$ cat src/rtl/mips_multicycle_control_if.sv
// Control-to-datapath bundle for the multi-cycle MIPS control unit.
// The control unit is the master; the datapath supplies opcode/mem_ready.
interface mips_multicycle_control_if #(
  parameter int RETIRE_W = 16
);
  logic [5:0]          opcode;
  logic                mem_ready;
  logic                pc_write;
  logic                pc_write_cond;
  logic [1:0]          pc_source;
  logic                i_or_d;
  logic                mem_read;
  logic                mem_write;
  logic                ir_write;
  logic                mem_to_reg;
  logic                alu_src_a;
  logic [1:0]          alu_src_b;
  logic [1:0]          alu_op;
  logic                ctrl_reg_dest;
  logic                ctrl_reg_write;
  logic                halted;
  logic [3:0]          state;
  logic [RETIRE_W-1:0] retired;

  modport master (
    input  opcode, mem_ready,
    output pc_write, pc_write_cond, pc_source, i_or_d, mem_read, mem_write,
           ir_write, mem_to_reg, alu_src_a, alu_src_b, alu_op,
           ctrl_reg_dest, ctrl_reg_write, halted, state, retired
  );

  modport slave (
    output opcode, mem_ready,
    input  pc_write, pc_write_cond, pc_source, i_or_d, mem_read, mem_write,
           ir_write, mem_to_reg, alu_src_a, alu_src_b, alu_op,
           ctrl_reg_dest, ctrl_reg_write, halted, state, retired
  );
endinterface

$ cat src/rtl/mips_multicycle_control.sv
// Main sequencer for the multi-cycle MIPS datapath: fetch, decode, execute,
// memory and writeback, with memory wait states and halt on unknown opcodes.
module mips_multicycle_control #(
  parameter int RETIRE_W = 16
) (
  input logic                         clk,
  input logic                         rst,
  mips_multicycle_control_if.master   bus
);

  typedef enum logic [3:0] {
    S_FETCH    = 4'd0,
    S_DECODE   = 4'd1,
    S_MEM_ADDR = 4'd2,
    S_MEM_RD   = 4'd3,
    S_MEM_WB   = 4'd4,
    S_MEM_WR   = 4'd5,
    S_R_EXEC   = 4'd6,
    S_R_WB     = 4'd7,
    S_BRANCH   = 4'd8,
    S_JUMP     = 4'd9,
    S_ADDI_WB  = 4'd10,
    S_HALT     = 4'd15
  } state_t;

  localparam logic [5:0] OP_RTYPE = 6'b000000;
  localparam logic [5:0] OP_LW    = 6'b100011;
  localparam logic [5:0] OP_SW    = 6'b101011;
  localparam logic [5:0] OP_ADDI  = 6'b001000;
  localparam logic [5:0] OP_BEQ   = 6'b000100;
  localparam logic [5:0] OP_J     = 6'b000010;

  state_t              state_r;
  state_t              state_nxt_s;
  logic [RETIRE_W-1:0] retired_r;

  logic       pc_write_s;
  logic       pc_write_cond_s;
  logic [1:0] pc_source_s;
  logic       i_or_d_s;
  logic       mem_read_s;
  logic       mem_write_s;
  logic       ir_write_s;
  logic       mem_to_reg_s;
  logic       alu_src_a_s;
  logic [1:0] alu_src_b_s;
  logic [1:0] alu_op_s;
  logic       ctrl_reg_dest_s;
  logic       ctrl_reg_write_s;
  logic       halted_s;

  // Next-state selection; opcode is only consulted in DECODE and MEM_ADDR.
  always_comb begin
    state_nxt_s = state_r;
    case (state_r)
      S_FETCH:    state_nxt_s = bus.mem_ready ? S_DECODE : S_FETCH;
      S_DECODE: begin
        case (bus.opcode)
          OP_RTYPE:              state_nxt_s = S_R_EXEC;
          OP_LW, OP_SW, OP_ADDI: state_nxt_s = S_MEM_ADDR;
          OP_BEQ:                state_nxt_s = S_BRANCH;
          OP_J:                  state_nxt_s = S_JUMP;
          default:               state_nxt_s = S_HALT;
        endcase
      end
      S_MEM_ADDR: begin
        case (bus.opcode)
          OP_LW:   state_nxt_s = S_MEM_RD;
          OP_SW:   state_nxt_s = S_MEM_WR;
          OP_ADDI: state_nxt_s = S_ADDI_WB;
          default: state_nxt_s = S_HALT;
        endcase
      end
      S_MEM_RD:   state_nxt_s = bus.mem_ready ? S_MEM_WB : S_MEM_RD;
      S_MEM_WR:   state_nxt_s = bus.mem_ready ? S_FETCH : S_MEM_WR;
      S_R_EXEC:   state_nxt_s = S_R_WB;
      S_MEM_WB,
      S_R_WB,
      S_ADDI_WB,
      S_BRANCH,
      S_JUMP:     state_nxt_s = S_FETCH;
      S_HALT:     state_nxt_s = S_HALT;
      // Unused codes 11-14 land here and fall into HALT.
      default:    state_nxt_s = S_HALT;
    endcase
  end

  // State register and retired-instruction counter.
  always_ff @(posedge clk or posedge rst) begin
    if (rst) begin
      state_r   <= S_FETCH;
      retired_r <= '0;
    end else begin
      state_r <= state_nxt_s;
      if ((state_r != S_FETCH) && (state_nxt_s == S_FETCH)) begin
        retired_r <= retired_r + RETIRE_W'(1);
      end else begin
        retired_r <= retired_r;
      end
    end
  end

  // Moore strobe decode; gating with rst lets reset kill strobes without an edge.
  always_comb begin
    pc_write_s       = 1'b0;
    pc_write_cond_s  = 1'b0;
    pc_source_s      = 2'b00;
    i_or_d_s         = 1'b0;
    mem_read_s       = 1'b0;
    mem_write_s      = 1'b0;
    ir_write_s       = 1'b0;
    mem_to_reg_s     = 1'b0;
    alu_src_a_s      = 1'b0;
    alu_src_b_s      = 2'b00;
    alu_op_s         = 2'b00;
    ctrl_reg_dest_s  = 1'b0;
    ctrl_reg_write_s = 1'b0;
    halted_s         = 1'b0;
    if (rst) begin
      halted_s = 1'b0;
    end else begin
      case (state_r)
        S_FETCH: begin
          mem_read_s  = 1'b1;
          alu_src_b_s = 2'b01;
          ir_write_s  = bus.mem_ready;
          pc_write_s  = bus.mem_ready;
        end
        S_DECODE: begin
          alu_src_b_s = 2'b11;
        end
        S_MEM_ADDR: begin
          alu_src_a_s = 1'b1;
          alu_src_b_s = 2'b10;
        end
        S_MEM_RD: begin
          mem_read_s = 1'b1;
          i_or_d_s   = 1'b1;
        end
        S_MEM_WB: begin
          mem_to_reg_s     = 1'b1;
          ctrl_reg_write_s = 1'b1;
        end
        S_MEM_WR: begin
          mem_write_s = 1'b1;
          i_or_d_s    = 1'b1;
        end
        S_R_EXEC: begin
          alu_src_a_s = 1'b1;
          alu_op_s    = 2'b10;
        end
        S_R_WB: begin
          ctrl_reg_dest_s  = 1'b1;
          ctrl_reg_write_s = 1'b1;
        end
        S_ADDI_WB: begin
          ctrl_reg_write_s = 1'b1;
        end
        S_BRANCH: begin
          alu_src_a_s     = 1'b1;
          alu_op_s        = 2'b01;
          pc_write_cond_s = 1'b1;
          pc_source_s     = 2'b01;
        end
        S_JUMP: begin
          pc_write_s  = 1'b1;
          pc_source_s = 2'b10;
        end
        S_HALT: begin
          halted_s = 1'b1;
        end
        default: begin
          halted_s = 1'b0;
        end
      endcase
    end
  end

  assign bus.pc_write       = pc_write_s;
  assign bus.pc_write_cond  = pc_write_cond_s;
  assign bus.pc_source      = pc_source_s;
  assign bus.i_or_d         = i_or_d_s;
  assign bus.mem_read       = mem_read_s;
  assign bus.mem_write      = mem_write_s;
  assign bus.ir_write       = ir_write_s;
  assign bus.mem_to_reg     = mem_to_reg_s;
  assign bus.alu_src_a      = alu_src_a_s;
  assign bus.alu_src_b      = alu_src_b_s;
  assign bus.alu_op         = alu_op_s;
  assign bus.ctrl_reg_dest  = ctrl_reg_dest_s;
  assign bus.ctrl_reg_write = ctrl_reg_write_s;
  assign bus.halted         = halted_s;
  assign bus.state          = state_r;
  assign bus.retired        = retired_r;

endmodule

$ cat src/flat_wrapper.sv
// flat-port wrapper written by rule: the top's interface ports become plain ports
module mips_multicycle_control_flat 
#(
  parameter int RETIRE_W = 16
)
  (clk, rst, bus_opcode, bus_mem_ready, bus_pc_write, bus_pc_write_cond, bus_pc_source, bus_i_or_d, bus_mem_read, bus_mem_write, bus_ir_write, bus_mem_to_reg, bus_alu_src_a, bus_alu_src_b, bus_alu_op, bus_ctrl_reg_dest, bus_ctrl_reg_write, bus_halted, bus_state, bus_retired);
  mips_multicycle_control_if #(.RETIRE_W(RETIRE_W)) bus_i ();
  input logic clk;
  input logic rst;
  input wire logic [$bits(bus_i.opcode)-1:0] bus_opcode;
  input wire logic [$bits(bus_i.mem_ready)-1:0] bus_mem_ready;
  output wire logic [$bits(bus_i.pc_write)-1:0] bus_pc_write;
  output wire logic [$bits(bus_i.pc_write_cond)-1:0] bus_pc_write_cond;
  output wire logic [$bits(bus_i.pc_source)-1:0] bus_pc_source;
  output wire logic [$bits(bus_i.i_or_d)-1:0] bus_i_or_d;
  output wire logic [$bits(bus_i.mem_read)-1:0] bus_mem_read;
  output wire logic [$bits(bus_i.mem_write)-1:0] bus_mem_write;
  output wire logic [$bits(bus_i.ir_write)-1:0] bus_ir_write;
  output wire logic [$bits(bus_i.mem_to_reg)-1:0] bus_mem_to_reg;
  output wire logic [$bits(bus_i.alu_src_a)-1:0] bus_alu_src_a;
  output wire logic [$bits(bus_i.alu_src_b)-1:0] bus_alu_src_b;
  output wire logic [$bits(bus_i.alu_op)-1:0] bus_alu_op;
  output wire logic [$bits(bus_i.ctrl_reg_dest)-1:0] bus_ctrl_reg_dest;
  output wire logic [$bits(bus_i.ctrl_reg_write)-1:0] bus_ctrl_reg_write;
  output wire logic [$bits(bus_i.halted)-1:0] bus_halted;
  output wire logic [$bits(bus_i.state)-1:0] bus_state;
  output wire logic [$bits(bus_i.retired)-1:0] bus_retired;
  assign bus_i.opcode = bus_opcode;
  assign bus_i.mem_ready = bus_mem_ready;
  assign bus_pc_write = bus_i.pc_write;
  assign bus_pc_write_cond = bus_i.pc_write_cond;
  assign bus_pc_source = bus_i.pc_source;
  assign bus_i_or_d = bus_i.i_or_d;
  assign bus_mem_read = bus_i.mem_read;
  assign bus_mem_write = bus_i.mem_write;
  assign bus_ir_write = bus_i.ir_write;
  assign bus_mem_to_reg = bus_i.mem_to_reg;
  assign bus_alu_src_a = bus_i.alu_src_a;
  assign bus_alu_src_b = bus_i.alu_src_b;
  assign bus_alu_op = bus_i.alu_op;
  assign bus_ctrl_reg_dest = bus_i.ctrl_reg_dest;
  assign bus_ctrl_reg_write = bus_i.ctrl_reg_write;
  assign bus_halted = bus_i.halted;
  assign bus_state = bus_i.state;
  assign bus_retired = bus_i.retired;
  mips_multicycle_control #(.RETIRE_W(RETIRE_W)) u_core (.clk(clk), .rst(rst), .bus(bus_i));
endmodule
$ cat config.mk
export PLATFORM = sky130hd
export DESIGN_NAME = mips_multicycle_control_flat
export DESIGN_NICKNAME = d
export VERILOG_FILES = /design/src/rtl/mips_multicycle_control_if.sv /design/src/rtl/mips_multicycle_control.sv /design/src/flat_wrapper.sv
export SDC_FILE = /design/constraint.sdc
export NUM_CORES = 1
export LEC_CHECK = 0
export CAP_MARGIN = 20
export CELL_PAD_IN_SITES_DETAIL_PLACEMENT = 0
export CELL_PAD_IN_SITES_GLOBAL_PLACEMENT = 1
export CORE_MARGIN = 2
export CORE_UTILIZATION = 33
export DETAILED_ROUTE_END_ITERATION = 12
export GPL_TIMING_DRIVEN = 0
export PLACE_DENSITY_LB_ADDON = 0.1
export SLEW_MARGIN = 15
export SYNTH_ARGS = -nofsm -noshare
export SYNTH_HDL_FRONTEND = slang
export SYNTH_SLANG_ARGS = --single-unit
$ cat constraint.sdc
create_clock -name clk -period 2.31 [get_ports clk]
set_input_delay 0.462 -clock clk [delete_from_list [all_inputs] [get_ports clk]]
set_output_delay 0.462 -clock clk [all_outputs]
set_load 0.03 [all_outputs]
==> summary.txt, run 1 <==
CTS
  – Clock sink count: 20
  – Hold_buf cts: 0
  – Clock Tree Root: clkbuf_8
  – TritonCTS clock tree: done
  – Clk pin slew, worst setup/hold paths: 70 ps
  – Worst-skew pair later-pin latency: 260 ps
  – CTS Buffer Depth: 2
  – CTS Buf Count: 3
  – H-tree depth: 1

Pwr
  – PwrDens: 480 nW/µm²
  – Lkg Pwr: 0.769 nW
  – VDD IR-drop max: 480 µV
  – Tot Pwr: 0.000982 W

Routing
  – Routed WL per cell: 15.0 µm
  – Post-route ant nets: 0
  – Final WL: 4.06 mm
  – Initial DRT Pass Iterations: 4
  – Routed via count: 1,454
  – Drt drc: 0
  – Initial detailed-routing violation count: 59
  – Via-to-Cell Ratio: 5.37

Global routing
  – Initial antenna violation count: 0
  – Largest net degree at the start of global routing: 13
  – Vias in the first global route: 1,392
  – All-layer global routing usage: 16.4%
  – First-pass GRT wire length: 6.67 mm
  – Grt total ovfl: 0

Logic synthesis
  – Syn Area/Cell: 8.57 µm²
  – Post-synth cell types: 46
  – Seq/Total Area, Yosys: 34.8%
  – Ys Warns: 0
  – Post-Syn Area: 1440 µm²
  – Yosys reg bits: 20
  – Syn Nets: 178
  – Cells after synthesis: 168
  – Post-synth top flop: dfrtp_1
  – Synth async-reset ratio: 100%
  – Number of flops mapped to enable cells by yosys: 0

Worst hold path
  – HP Class: in -> async

Setup path
  – Worst reg-to-reg path cell count: 5
  – Crit. End Element: output port
  – CP max stage cell: dfrtp_1
  – Most common cell on crit path: buf_6
  – Worst reg2reg endpoint: u_core.bus.retired[12]
  – CP startpoint kind: flip-flop
  – WP data arrival: 1820 ps
  – R2R setup slack: 450 ps
  – Critical path type: reg -> out
  – Top delay family on crit path: simple AND/OR/NAND/NOR gates
  – Critical Path RT: 1850 ps
  – Worst r2r src: u_core.bus.retired[0]
  – Critical path peak fanout: 10
  – CP bufs+invs: 2
  – CP cell instances: buf_6 > or3_4 > nor4b_4 > or2_4 > buf_6
  – Crit-path max cell delay: 430 ps

Cells and area
  – ANT cells: 0
  – Nets: 230
  – Share of cells above drive strength 1: 21.5%
  – Final Util: 47.9%
  – Syn-to-layout area delta: 42.0%
  – Most common cell after layout, fill and taps aside: clkdlybuf4s50_1
  – Most frequent cells in the layout: clkdlybuf4s50_1 (25), dfrtp_1 (19), nor2_1 (14)
  – Design Area, Final: 2040 µm²

Placement
  – Placed inst area: 1950 µm²
  – Hpwl dp: 3.00 mm
  – Gpl congestion: 0.794
  – Port Buffers: 42
  – Pre-CTS WS: -645 ps

Die
  – FP Rows: 24
  – Die width: 70.1 µm
  – Core Area: 4260 µm²
  – Die Ht: 70.1 µm
  – Die Area: 4910 µm²
  – Effective utilization at floorplan: 33.8%
  – Top Ports: 46

Timing
  – Setup ws final: 23.7 ps
  – Final setup fails: 0
  – Max Slew Vio Count: 0
  – Worst Skew: 2.34 ps
  – Worst-Margin Slew: 554 ps
  – Final Cycle Share: 99.0%
  – Worst slew margin relative to its limit: 62.9%
  – FMAX: 437 MHz
  – Hold Violations, Final: 0
  – RSZ-0062 raised after global routing: yes
  – Tmin final: 2290 ps
  – Setup TNS: 0 ps

Flow run
  – Max-cap violations: 0

Outcome
  – Status: finished, final reports clean
-- cell families after synthesis --
family | count (synthesis) | synth area share [%]
simple gates | 69 | 26.1
compound gates | 45 | 22.1
flops | 20 | 34.8
xor+xnor | 18 | 10.9
buf+inv | 14 | 4.43
mux | 1 | 0.782
fa+ha+maj | 1 | 0.869
-- per-stage QoR --
| step | instances | hold slack [ps] |
|---|---|---|
| 2_1_floorplan | 168 | 637 |
| 3_3_place_gp | 262 | 464 |
| 3_5_place_dp | 262 | 470 |
| 4_1_cts | 269 | 364 |
| 5_1_grt | 271 | 380 |
| 6_report | 271 | 370 |
-- worst reg2reg max path, stage by stage (launching register included) --
cell,delay [ps]
dfrtp_1,440
ha_1,210
nand3_2,120
or4_4,560
a211oi_1,290
xor2_1,170
-- registers in the layout (all words and copies together) (netlist names) --
register / flops
u_core.bus.retired: 16
u_core.bus.state: 4
-- timing repair --
item	CTS	global route
pin swaps	0	3
buffers inserted	2	2
resized for setup	41	38
setup endpoints to repair	17	15
cloned	1	0
-- layer usage --
layer  wire length [µm]  global-route usage (%)
met4                  8                   0.641
met1               1960                    22.1
met5                  0                       0
met2               1930                    28.4
met3                166                    3.75
-- final cells by class --
type	instances	area (µm²)
Timing Repair inverter	1	5.00
Tap cell	52	65.1
Inverter	2	11.3
Sequential cell	20	502
Clock buffer	3	41.3
Timing Repair Buffer	46	404
Fill cell	425	2220
Clock inverter	1	30.0
Buffer	12	72.6
Multi-Input combinational cell	134	913
-- worst max path at each step --
| stage | end | cells after the start | slack [ps] | startpoint |
|---|---|---|---|---|
| floorplan | bus_pc_write | 4 | -110 | u_core.bus.state[1] |
| finish | bus_pc_write | 5 | 20 | u_core.bus.state[3] |
| global placement | bus_mem_to_reg | 5 | -590 | rst |
| detailed placement | bus_mem_to_reg | 5 | -650 | rst |
| global route | bus_pc_write | 5 | -80 | u_core.bus.state[3] |
| CTS | bus_pc_write | 5 | -140 | u_core.bus.state[3] |
-- report_power, final --
group,total [W],switching (W),internal [W]
Combinational,0.000227,0.000130,0.0000971
Clock,0.000345,0.000114,0.000231
Sequential,0.000409,0.0000351,0.000374
Total,0.000982,0.000279,0.000703
-- Yosys cell counts (all sizes together), types with 3 or more instances --
cell	n	area, µm²
dfrtp	20	500
nor2	14	52.6
nand2	12	45.0
xor2	11	96.3
a21oi	9	45.0
nor3	8	40.0
o21ai	8	40.0
clkbuf	7	26.3
xnor2	7	61.3
a211oi	6	45.0
buf	5	30.0
nand3	5	30.0
nor2b	5	31.3
nand2b	4	25.0
nor4	4	25.0
o2111ai	3	26.3
or3	3	18.8
(Power assumes the default switching activity.)
==> run 2, diff against run 1 <==
CORE_MARGIN = not set   (was 2)
==> run 2 against run 1 <==
Compared with the run above:
- flip-flop and latch count unchanged
- clock skew up 3.1 ps
- final cell count down 1.5%
- non-clock buffer count down 2
- routed wire length down 2.1%
- clock power down 23%
- global-route usage up 1.8 points
- critical path depth unchanged
- sequential share of layout area up 0.63 points
- fmax up 2.6%
- first-iteration DRC count up 73%
- sequential power about the same
- critical endpoint unchanged
- largest cell class unchanged
==> summary.txt, run 2 (synthesized netlist as in run 1, its figures left out) <==
Outcome
  – Status: finished, final reports clean

Cells and area
  – Multi-input logic area: 906 µm²
  – Final Util: 48.8%
  – Flip-flop count of the largest register after layout: 16
  – Nets: 228
  – Most frequent cells in the layout: clkdlybuf4s50_1 (25), dfrtp_1 (19), nor2_1 (14)
  – Design Area, Final: 1990 µm²
  – ANT cells: 0
  – Most common cell after layout, fill and taps aside: clkdlybuf4s50_1
  – FF/Latch Area: 502 µm²
  – Share of cells above drive strength 1: 18.9%
  – Syn-to-layout area delta: 38.4%
  – Fill cells: 427

Setup path
  – Critical path type: reg -> out
  – Crit. End Element: output port
  – Critical path peak fanout: 10
  – CP cell instances: buf_6 > or3_4 > nor4b_4 > or2_4 > buf_6
  – WP data arrival: 1770 ps
  – Most common cell on crit path: buf_6
  – Crit-path max cell delay: 430 ps
  – CP max stage cell: dfrtp_1
  – CP startpoint kind: flip-flop
  – Critical Path RT: 1850 ps

Routing
  – Initial detailed-routing violation count: 102
  – Post-route ant nets: 0
  – Drt drc: 0
  – Routed WL per cell: 14.9 µm
  – Final WL: 3.97 mm
  – Initial DRT Pass Iterations: 4
  – Via-to-Cell Ratio: 5.43
  – Routed via count: 1,450

Worst hold path
  – HP Class: in -> async

Pwr
  – PwrDens: 454 nW/µm²
  – VDD IR-drop max: 411 µV
  – Lkg Pwr: 0.770 nW

Global routing
  – Largest net degree at the start of global routing: 12
  – Grt total ovfl: 0
  – Initial antenna violation count: 0
  – First-pass GRT wire length: 6.32 mm
  – Vias in the first global route: 1,329
  – All-layer global routing usage: 18.2%

CTS
  – CTS Buf Count: 3
  – Clock Tree Root: clkbuf_8
  – H-tree depth: 1
  – TritonCTS clock tree: done
  – Clk pin slew, worst setup/hold paths: 80 ps
  – Clock sink count: 20
  – CTS Buffer Depth: 2
  – Worst-skew pair later-pin latency: 260 ps

Timing
  – Final Cycle Share: 96.4%
  – Tmin final: 2230 ps
  – Final setup fails: 0
  – Max Slew Vio Count: 0
  – Worst Skew: 5.43 ps
  – Hold Violations, Final: 0
  – Worst slew margin relative to its limit: 54.9%
  – Worst-Margin Slew: 671 ps
  – FMAX: 449 MHz

Placement
  – Port Buffers: 42
  – Placed inst area: 1940 µm²
  – Gpl congestion: 0.862
  – Hpwl dp: 2.82 mm

Die
  – FP Rows: 23
  – Die Ht: 68.1 µm
  – Die Area: 4630 µm²
  – Core Area: 4090 µm²
  – Effective utilization at floorplan: 35.2%
  – Die width: 68.1 µm
  – Top Ports: 46

Flow run
  – Max-cap violations: 0
==> run 2: cell type report <==
type                            count  share of cell area (%)
Multi-Input combinational cell    134                    45.4
Timing Repair inverter              1                   0.251
Timing Repair Buffer               44                    19.0
Sequential cell                    20                    25.2
Inverter                            2                   0.565
Tap cell                           50                    3.14
Clock buffer                        4                    2.76
Buffer                             12                    3.64
==> run 2: metal layers <==
metal	vias to the layer above	part of all wire [%]	global-route usage (%)
li1	716	-	-
met1	691	48	25.1
met2	39	46	29.3
met3	4	5.2	4.17
met4	0	0.63	3.13
met5	-	0	0
==> run 2: through the flow <==
step	power [W]	TNS (ps)	setup slack, ps	hold slack, ps	cells
3_3_place_gp	0.000636	-4070	-632	462	260
3_5_place_dp	0.000639	-4550	-692	467	260
5_1_grt	0.000953	-13.6	-13.6	432	267
4_1_cts	0.000914	-6.03	-6.03	394	266
6_report	0.000904	0	82.2	392	267
2_1_floorplan	0.000546	-436	-112	637	168
==> run 2: worst paths after layout <==
check / from / end / slack, ps / depth (start not counted)
setup / recovery: u_core.bus.state[3] / bus_pc_write / 80 / 5
hold / removal: rst / u_core.bus.retired[15] / 390 / 2
setup reg to reg: u_core.bus.state[1] / u_core.bus.retired[1] / 460 / 5
hold reg to reg: u_core.bus.retired[15] / u_core.bus.retired[15] / 470 / 1
max in group asynchronous: rst / u_core.bus.retired[3] / 1620 / 2
min in group clk: u_core.bus.retired[15] / u_core.bus.retired[15] / 470 / 1
==> run 2: where the power goes <==
part	internal [W]	total, W	leakage, nW	switching, W
combinational	0.0000958	0.000227	0.529	0.000131
clock	0.000152	0.000267	0.0288	0.000115
sequential	0.000374	0.000411	0.212	0.0000364
total	0.000622	0.000904	0.770	0.000283
==> run 2: critical path: cells and delay by family, from the launching register on <==
family | cells | cell delay [ps]
simple gates | 3 | 820
flops | 1 | 430
buf+inv | 2 | 280
==> run 2: what timing repair did <==
item,CTS,global route
hold buffers,0,0
gates cloned,1,0
gates resized for setup,42,27
setup endpoints to repair,17,13
pin swaps,0,3
buffers inserted,1,1
